**src/rtl/md5_pad_feeder_if.sv**
```systemverilog
// Upstream message-word stream into md5_pad_feeder (valid/ready, last word carries a byte count).
interface md5_pad_feeder_if;
   logic [31:0] s_data;
   logic        s_valid;
   logic        s_last;
   logic [2:0]  s_nbytes;
   logic        s_ready;

   modport master (output s_data, s_valid, s_last, s_nbytes, input s_ready);
   modport slave  (input s_data, s_valid, s_last, s_nbytes, output s_ready);
endinterface

```
**src/rtl/md5_pad_feeder.sv**
```systemverilog
// MD5 padding feeder: streams 32-bit message words into md5sum one 16-word block at a time.
// Latency: words pass through combinationally; s_ready follows core_rdy in DATA, blocks end in WAIT_DONE.
// MD5_FEED_BYTESWAP_EN: when defined, s_data is big-endian packed and byte-reversed on entry.
module md5_pad_feeder #(
   parameter int LEN_W = 64
) (
   input  logic              clk,
   input  logic              rst_n,
   input  logic              start,
   md5_pad_feeder_if.slave   s,
   output logic              core_rst_n,
   output logic [31:0]       core_msg,
   output logic              core_wen,
   input  logic              core_rdy,
   input  logic              core_done,
   output logic              busy,
   output logic              msg_done
);

   typedef enum logic [2:0] {
      IDLE, CLR, DATA, PAD, LEN_LO, LEN_HI, WAIT_DONE, FIN
   } state_t;

   state_t           state;
   logic [3:0]       widx;
   logic [LEN_W-1:0] len;
   logic [63:0]      len_ext;
   logic             pad_done;
   logic             final_blk;
   logic             blk_pad;

   logic [31:0]      din;
   logic [31:0]      last_word;
   logic [2:0]       nb_eff;
   logic             pad_hold;
   logic             xfer;

`ifdef MD5_FEED_BYTESWAP_EN
   assign din = {s.s_data[7:0], s.s_data[15:8], s.s_data[23:16], s.s_data[31:24]};
`else
   assign din = s.s_data;
`endif

   assign nb_eff = (s.s_nbytes > 3'd4) ? 3'd4 : s.s_nbytes;

   generate
      if (LEN_W < 64) begin : g_len_pad
         assign len_ext = {{(64-LEN_W){1'b0}}, len};
      end else begin : g_len_full
         assign len_ext = len[63:0];
      end
   endgenerate

   // Short last word: keep bytes below n, 0x80 at byte n, zero above.
   always_comb begin
      last_word = din;
      if (nb_eff < 3'd4) begin
         for (int i = 0; i < 4; i++) begin
            if (i == int'(nb_eff))
               last_word[8*i +: 8] = 8'h80;
            else if (i > int'(nb_eff))
               last_word[8*i +: 8] = 8'h00;
         end
      end
   end

   // Slot 14 with the 0x80 already placed belongs to the length words.
   assign pad_hold = pad_done && (widx == 4'd14);

   always_comb begin
      s.s_ready = 1'b0;
      core_wen  = 1'b0;
      core_msg  = 32'h0;
      unique case (state)
         DATA: begin
            s.s_ready = core_rdy;
            core_wen  = s.s_valid & core_rdy;
            core_msg  = s.s_last ? last_word : din;
         end
         PAD: begin
            core_wen = core_rdy & ~pad_hold;
            core_msg = pad_done ? 32'h0 : 32'h0000_0080;
         end
         LEN_LO: begin
            core_wen = core_rdy;
            core_msg = len_ext[31:0];
         end
         LEN_HI: begin
            core_wen = core_rdy;
            core_msg = len_ext[63:32];
         end
         default: ;
      endcase
   end

   assign xfer       = core_wen & core_rdy;
   assign core_rst_n = rst_n & (state != CLR);

   always_ff @(posedge clk) begin
      if (!rst_n) begin
         state     <= IDLE;
         widx      <= 4'd0;
         len       <= '0;
         pad_done  <= 1'b0;
         final_blk <= 1'b0;
         blk_pad   <= 1'b0;
         busy      <= 1'b0;
         msg_done  <= 1'b0;
      end else begin
         msg_done <= 1'b0;
         unique case (state)
            IDLE: begin
               if (start) begin
                  state <= CLR;
                  busy  <= 1'b1;
               end
            end
            CLR: begin
               widx      <= 4'd0;
               len       <= '0;
               pad_done  <= 1'b0;
               final_blk <= 1'b0;
               blk_pad   <= 1'b0;
               state     <= DATA;
            end
            DATA: begin
               if (xfer) begin
                  widx <= widx + 4'd1;
                  if (s.s_last) begin
                     len      <= len + LEN_W'({nb_eff, 3'b000});
                     pad_done <= (nb_eff != 3'd4);
                  end else begin
                     len <= len + LEN_W'(32);
                  end
                  if (widx == 4'd15) begin
                     state   <= WAIT_DONE;
                     blk_pad <= s.s_last;
                  end else if (s.s_last) begin
                     state <= PAD;
                  end
               end
            end
            PAD: begin
               if (pad_hold) begin
                  state <= LEN_LO;
               end else if (xfer) begin
                  pad_done <= 1'b1;
                  widx     <= widx + 4'd1;
                  if (widx == 4'd15) begin
                     state   <= WAIT_DONE;
                     blk_pad <= 1'b1;
                  end
               end
            end
            LEN_LO: begin
               if (xfer) begin
                  widx  <= widx + 4'd1;
                  state <= LEN_HI;
               end
            end
            LEN_HI: begin
               if (xfer) begin
                  widx      <= widx + 4'd1;
                  final_blk <= 1'b1;
                  state     <= WAIT_DONE;
               end
            end
            WAIT_DONE: begin
               if (core_done) begin
                  if (final_blk) begin
                     state    <= FIN;
                     msg_done <= 1'b1;
                  end else begin
                     state <= blk_pad ? PAD : DATA;
                  end
               end
            end
            FIN: begin
               busy  <= 1'b0;
               state <= IDLE;
            end
            default: state <= IDLE;
         endcase
      end
   end

endmodule
```
**src/flat_wrapper.sv**
```systemverilog
// flat-port wrapper written by rule: the top's interface ports become plain ports
module md5_pad_feeder_flat 
#(
   parameter int LEN_W = 64
)
  (clk, rst_n, start, core_rst_n, core_msg, core_wen, core_rdy, core_done, busy, msg_done, s_s_data, s_s_valid, s_s_last, s_s_nbytes, s_s_ready);
  md5_pad_feeder_if s_i ();
  input  logic clk;
  input  logic rst_n;
  input  logic start;
  output logic core_rst_n;
  output logic [31:0] core_msg;
  output logic core_wen;
  input  logic core_rdy;
  input  logic core_done;
  output logic busy;
  output logic msg_done;
  input wire logic [$bits(s_i.s_data)-1:0] s_s_data;
  input wire logic [$bits(s_i.s_valid)-1:0] s_s_valid;
  input wire logic [$bits(s_i.s_last)-1:0] s_s_last;
  input wire logic [$bits(s_i.s_nbytes)-1:0] s_s_nbytes;
  output wire logic [$bits(s_i.s_ready)-1:0] s_s_ready;
  assign s_i.s_data = s_s_data;
  assign s_i.s_valid = s_s_valid;
  assign s_i.s_last = s_s_last;
  assign s_i.s_nbytes = s_s_nbytes;
  assign s_s_ready = s_i.s_ready;
  md5_pad_feeder #(.LEN_W(LEN_W)) u_core (.clk(clk), .rst_n(rst_n), .start(start), .s(s_i), .core_rst_n(core_rst_n), .core_msg(core_msg), .core_wen(core_wen), .core_rdy(core_rdy), .core_done(core_done), .busy(busy), .msg_done(msg_done));
endmodule
```
**config.mk**
```make
export PLATFORM = sky130hd
export DESIGN_NAME = md5_pad_feeder_flat
export DESIGN_NICKNAME = d
export VERILOG_FILES = /design/src/rtl/md5_pad_feeder_if.sv /design/src/rtl/md5_pad_feeder.sv /design/src/flat_wrapper.sv
export SDC_FILE = /design/constraint.sdc
export NUM_CORES = 1
export LEC_CHECK = 0
export CAP_MARGIN = 40
export CORE_MARGIN = 2
export CORE_UTILIZATION = 53
export CTS_CLUSTER_SIZE = 20
export DETAILED_ROUTE_END_ITERATION = 12
export GPL_TIMING_DRIVEN = 0
export PLACE_DENSITY_LB_ADDON = 0.08
export SLEW_MARGIN = 10
export SYNTH_ARGS = -nofsm -noshare
export SYNTH_HDL_FRONTEND = slang
export SYNTH_SLANG_ARGS = --single-unit
```
**constraint.sdc**
```tcl
create_clock -name clk -period 2.7 [get_ports clk]
set_input_delay 0.405 -clock clk [delete_from_list [all_inputs] [get_ports clk]]
set_output_delay 0.405 -clock clk [all_outputs]
set_load 0.05 [all_outputs]
```
### After elaboration in Yosys (flattened, before gate mapping)

Index checks and enable logic that the tools add are counted.

* register bits after elaboration: 76
* bits of input ports: 42
* output and inout bits: 37
* word-level logic and storage cells: 114

* $add $sub $neg: 3
* $lt $le $gt $ge: 5
* equality and inequality tests: 27
* multiplexer cells: 48
* bitwise logic cells: 5
* reduce and logical (&&, ||, !) cells: 18

Operators by type and width (count)
* $mux W64: 2
* $pmux W32 S4: 1
* $pmux W64 S2: 1
* $add A64 B6 Y64: 1
* $add A64 B6 Y64 const B: 1
* $mux W32: 2
* $mux W8: 8
* $mux W3: 12
* $pmux W3 S8: 1
* $mux W1: 13
* $eq A3 B3 Y1 const B: 4
* $ne A2 B1 Y1 const B: 6
* $pmux W4 S3: 1
* $ne A3 B1 Y1 const B: 3
* $pmux W1 S3: 3
* $eq A4 B4 Y1 const B: 2
* $mux W4: 2
* $ne A2 B2 Y1 const B: 4
* $reduce_and A2 Y1: 4
* $reduce_and A8 Y1: 1
* $eq A3 B2 Y1 const B: 2
* $eq A3 B3 Y1 const A: 2
* $gt A2 B3 Y1 const A: 2
* $logic_not A3 Y1: 2
* 19 further kinds: 26

### Depth between registers and ports, before layout

* depth after elaboration: 9
* depth in mapped cells: 10
* depth with buffers taken out: 9

### Worst setup path before layout

Ideal clock, no wire load.

* path kind: register -> output
* from: reg u_core.state[0]
* to: out core_wen
* arrival: 2.225 ns
* required time: 2.295 ns
* path slack: 0.070 ns
* stages on the path, launching flop included: 5
* path buffers: 2
* path through: dfxtp_1 clkbuf_1 buf_1 o211ai_1 a21boi_0

* cells in the longest elaborated chain, start to end: 3
* elaborated cells between the ends (all ways): 6
* classes of those cells: eq/ne (4); mux (1); reduce/logical (1)

RTL lines
* start: declaration: line md5_pad_feeder.sv:24 `state_t state;`
* start signal: assignment: line md5_pad_feeder.sv:174 `state <= blk_pad ? PAD : DATA;`
* $eq A3 B3 Y1: line md5_pad_feeder.sv:74 `unique case (state)`
* $reduce_or A2 Y1 (no line)
* $pmux W1 S3 *: line md5_pad_feeder.sv:74
* end: declaration: line flat_wrapper.sv:13 `output logic core_wen;`

Mark *: on every way between the ends. The rest lies on a longest branch, timed or not.

### Worst setup path in the final report

* from: in s_s_nbytes[1]
* to: reg u_core.len[47]

* cells in the longest elaborated chain, start to end: 6

RTL lines
* start: declaration: line flat_wrapper.sv:21 `input wire logic [$bits(s_i.s_nbytes)-1:0] s_s_nbytes;`
* $gt A3 B3 Y1: line md5_pad_feeder.sv:44 `assign nb_eff = (s.s_nbytes > 3'd4) ? 3'd4 : s.s_nbytes;`
* $mux W3 *: line md5_pad_feeder.sv:44
* $add A64 B6 Y64 *: line md5_pad_feeder.sv:130 `len <= len + LEN_W'({nb_eff, 3'b000});`
* $mux W64 *: line md5_pad_feeder.sv:129 `if (s.s_last) begin`
* $mux W64 *: line md5_pad_feeder.sv:127 `if (xfer) begin`
* $pmux W64 S2 *: line md5_pad_feeder.sv:111 `unique case (state)`
* end signal: assignment: line md5_pad_feeder.sv:130
* end signal: assignment: line md5_pad_feeder.sv:133 `len <= len + LEN_W'(32);`
* end: declaration: line md5_pad_feeder.sv:26 `logic [LEN_W-1:0] len;`

Mark *: on every way between the ends. The rest lies on a longest branch, timed or not. The select of a mux whose other input is x is not followed.
A chain may end at the register's enable or synchronous reset.

==> impl_metrics.toml <==
[power_and_ir_drop]
p_leak_nw = 2.23
worst_ir_drop_vdd_v = 0.000295
power.density_mw_per_mm2 = 618
p_total_mw = 3.54

[sta]
fin_setup_tns_ns = -0.0225
fin_ws_ns = -0.0116
finalHoldViolations = 0
worstMarginPinSlew_ns = 0.839
max_freq_mhz = 369
skew_ns = 0.0118
setup_viol = 2
rsz0062_at_grt = "yes"
maxSlewViolCount = 0
relSlewSlack = 0.441
finalCritPeriodShare = 1.00
post-route-min-period_ns = 2.71

[place]
port_buffers = 78
place_area_mm2 = 0.00535
place_ws_ns = -0.927
gp_congestion = 0.912
hpwl_um = 9630

[logic_synthesis]
synth_edf_count = 0
async_flop_share = 0
ys_ff_latch = 73
ys.warnings.count = 0
synth-seq-area-share = 0.331
ys_types = 56
avgSynthCellArea_um2 = 7.93
synthCells = 557
syn_nets = 606
synthFlopType = "dfxtp_1"
syn-cell-area_mm2 = 0.00441

[outcome]
violations = "setup timing"
status = "finished with violations"

[final_layout]
final_area_mm2 = 0.00573
n_antenna_cell = 0
finalNetCount = 703
drive_gt1_frac = 0.171
area_growth_pct = 29.8

[routing]
dr.pass1.iters = 6
vias_per_cell = 6.12
wirelength_um = 13500
via_count = 4679
post-route-drc-count = 0
wire_per_inst_um = 17.6
drt_first_iter_violations = 505
ant_nets = 0

[die]
num_rows = 33
die_h_um = 95.3
die-area_mm2 = 0.00907
num_io_pins = 79
core_mm2 = 0.00813
die_w_um = 95.3
initial_core_util = 0.543

[worst_hold_path]
hold_path_class = "reg -> reg"

[flow_run]
max_cap_viol_count = 0

[clock_tree]
numCtsBuffers = 9
htree_num_levels = 3
cts_root_buffer = "clkbuf_8"
clock_path_buffers = 2
cts_sinks = 73
clk_pin_slew_ns = 0.09
cts_tree = "built"
hold_buffers = 0
insertion_delay_ns = 0.35

[global_routing]
grt_pass1_wl_um = 21200
antenna_found_initial = 0
overflow = 0
grt_max_degree = 14
grt_pass1_vias = 4275
grt.total_usage = 0.300

[setup_path]
worstPathMaxFanout = 5
startpoint_type = "primary input"
endpoint_kind = "flip-flop"
worstSetupPathType = "in -> reg"
arrival_ns = 2.94
cp.required_ns = 2.93
registers in the layout, indices dropped and copies added (netlist names):
register,cells
u_core.blk_pad,1
u_core.busy,1
u_core.final_blk,1
u_core.len,61
u_core.msg_done,1
u_core.pad_done,1
u_core.state,3
u_core.widx,4
layout make-up:
class                      count  area, um2
buffer                        30        165
clock inverter                 6        114
tap                          105        131
inverter                      44        165
fill                         683       2400
multi-input combinational    408       2790
sequential                    73       1460
clock buffer                  10        138
timing repair buffer          88        767
synthesized netlist by cell type, types with 2 or more instances:
cell / instances / area, um2
inv_1: 44 / 165
nand3_1: 24 / 120
and4_1: 7 / 61.3
a31oi_1: 3 / 18.8
o21ai_0: 21 / 105
nor2b_1: 6 / 37.5
nand2_1: 47 / 176
and3_1: 4 / 25.0
or3_1: 7 / 43.8
a21oi_1: 18 / 90.1
xnor2_1: 35 / 307
nor3b_1: 3 / 22.5
o211ai_1: 4 / 30.0
nor2_1: 75 / 282
nor4_1: 6 / 37.5
a21boi_0: 5 / 37.5
xor2_1: 17 / 149
and2_1: 4 / 25.0
buf_4: 3 / 22.5
dfxtp_1: 73 / 1460
nand2b_1: 5 / 31.3
mux2i_1: 2 / 20.0
buf_2: 3 / 15.0
nor3_1: 18 / 90.1
a222oi_1: 25 / 250
nor4_2: 14 / 175
clkbuf_1: 24 / 90.1
a22o_1: 3 / 26.3
nand4_1: 22 / 138
a22oi_1: 3 / 22.5
ha_1: 6 / 75.1
or4_1: 2 / 15.0
per-layer routing:
layer / vias up / part of all wire / track usage
met2: 246 / 0.47 / 0.477
met5: - / 0 / 0
met3: 33 / 0.095 / 0.0403
li1: 2197 / - / -
met1: 2203 / 0.42 / 0.420
met4: 0 / 0.020 / 0.0966
metrics by stage:
stage | hold WS (ns) | utilization | instances
floorplan | 0.464 | - | 557
global placement | 0.487 | 0.655 | 740
detailed placement | 0.506 | 0.658 | 743
CTS | 0.515 | 0.690 | 757
global route | 0.532 | 0.704 | 764
finish | 0.514 | 0.704 | 764
logic make-up after synthesis:
group,after synthesis,share of synthesized area
simple gates,249,0.305
compound gates,97,0.162
buf+inv,76,0.0697
flops,73,0.331
xor+xnor,52,0.103
fa+ha+maj,7,0.0215
mux,3,0.00709
worst max-delay path, stage by stage:
cell and delay [ns]:
clkdlybuf4s50_1 0.60, nor2b_4 0.22, fa_2 0.22, a21oi_1 0.09, o2bb2ai_2 0.22, nand4_1 0.29, buf_2 0.28, nor4_2 0.39
xnor2_1 0.17, nor2_1 0.05
placed cells by master (no fill, tap or decap), drive strengths merged, types with 5 or more instances in the layout:
cell type / count
a222oi: 25
a21boi: 5
or3: 7
nand2b: 5
clkdlybuf4s15: 7
and4: 7
inv: 45
clkbuf: 33
nor2b: 6
clkdlybuf4s50: 40
nand4: 23
o21ai: 22
nand3: 24
ha: 6
xor2: 17
nor4: 20
a21oi: 19
xnor2: 35
dfxtp: 73
nor3: 18
buf: 42
nor2: 75
nand2: 47
power breakdown:
part | leakage, nW | internal [mW] | switching [mW]
logic | 1.52 | 0.409 | 0.912
clock network | 0.119 | 0.642 | 0.435
registers | 0.589 | 1.11 | 0.0358
timing repair:
item,in CTS,in global routing
gates resized for setup,151,61
setup endpoints to repair,50,60
buffers inserted,0,6
pin swaps,2,9
cloned,0,1
worst paths after layout:
check	startpoint	end	slack, ns	cells after the start
max	s_s_nbytes[1]	u_core.len[47]	-0.01	10
max reg2reg	u_core.len[34]	u_core.len[60]	0.22	7
min	u_core.final_blk	u_core.msg_done	0.51	2
min reg2reg	u_core.final_blk	u_core.msg_done	0.51	2
Power figures use the tool's default switching activity.
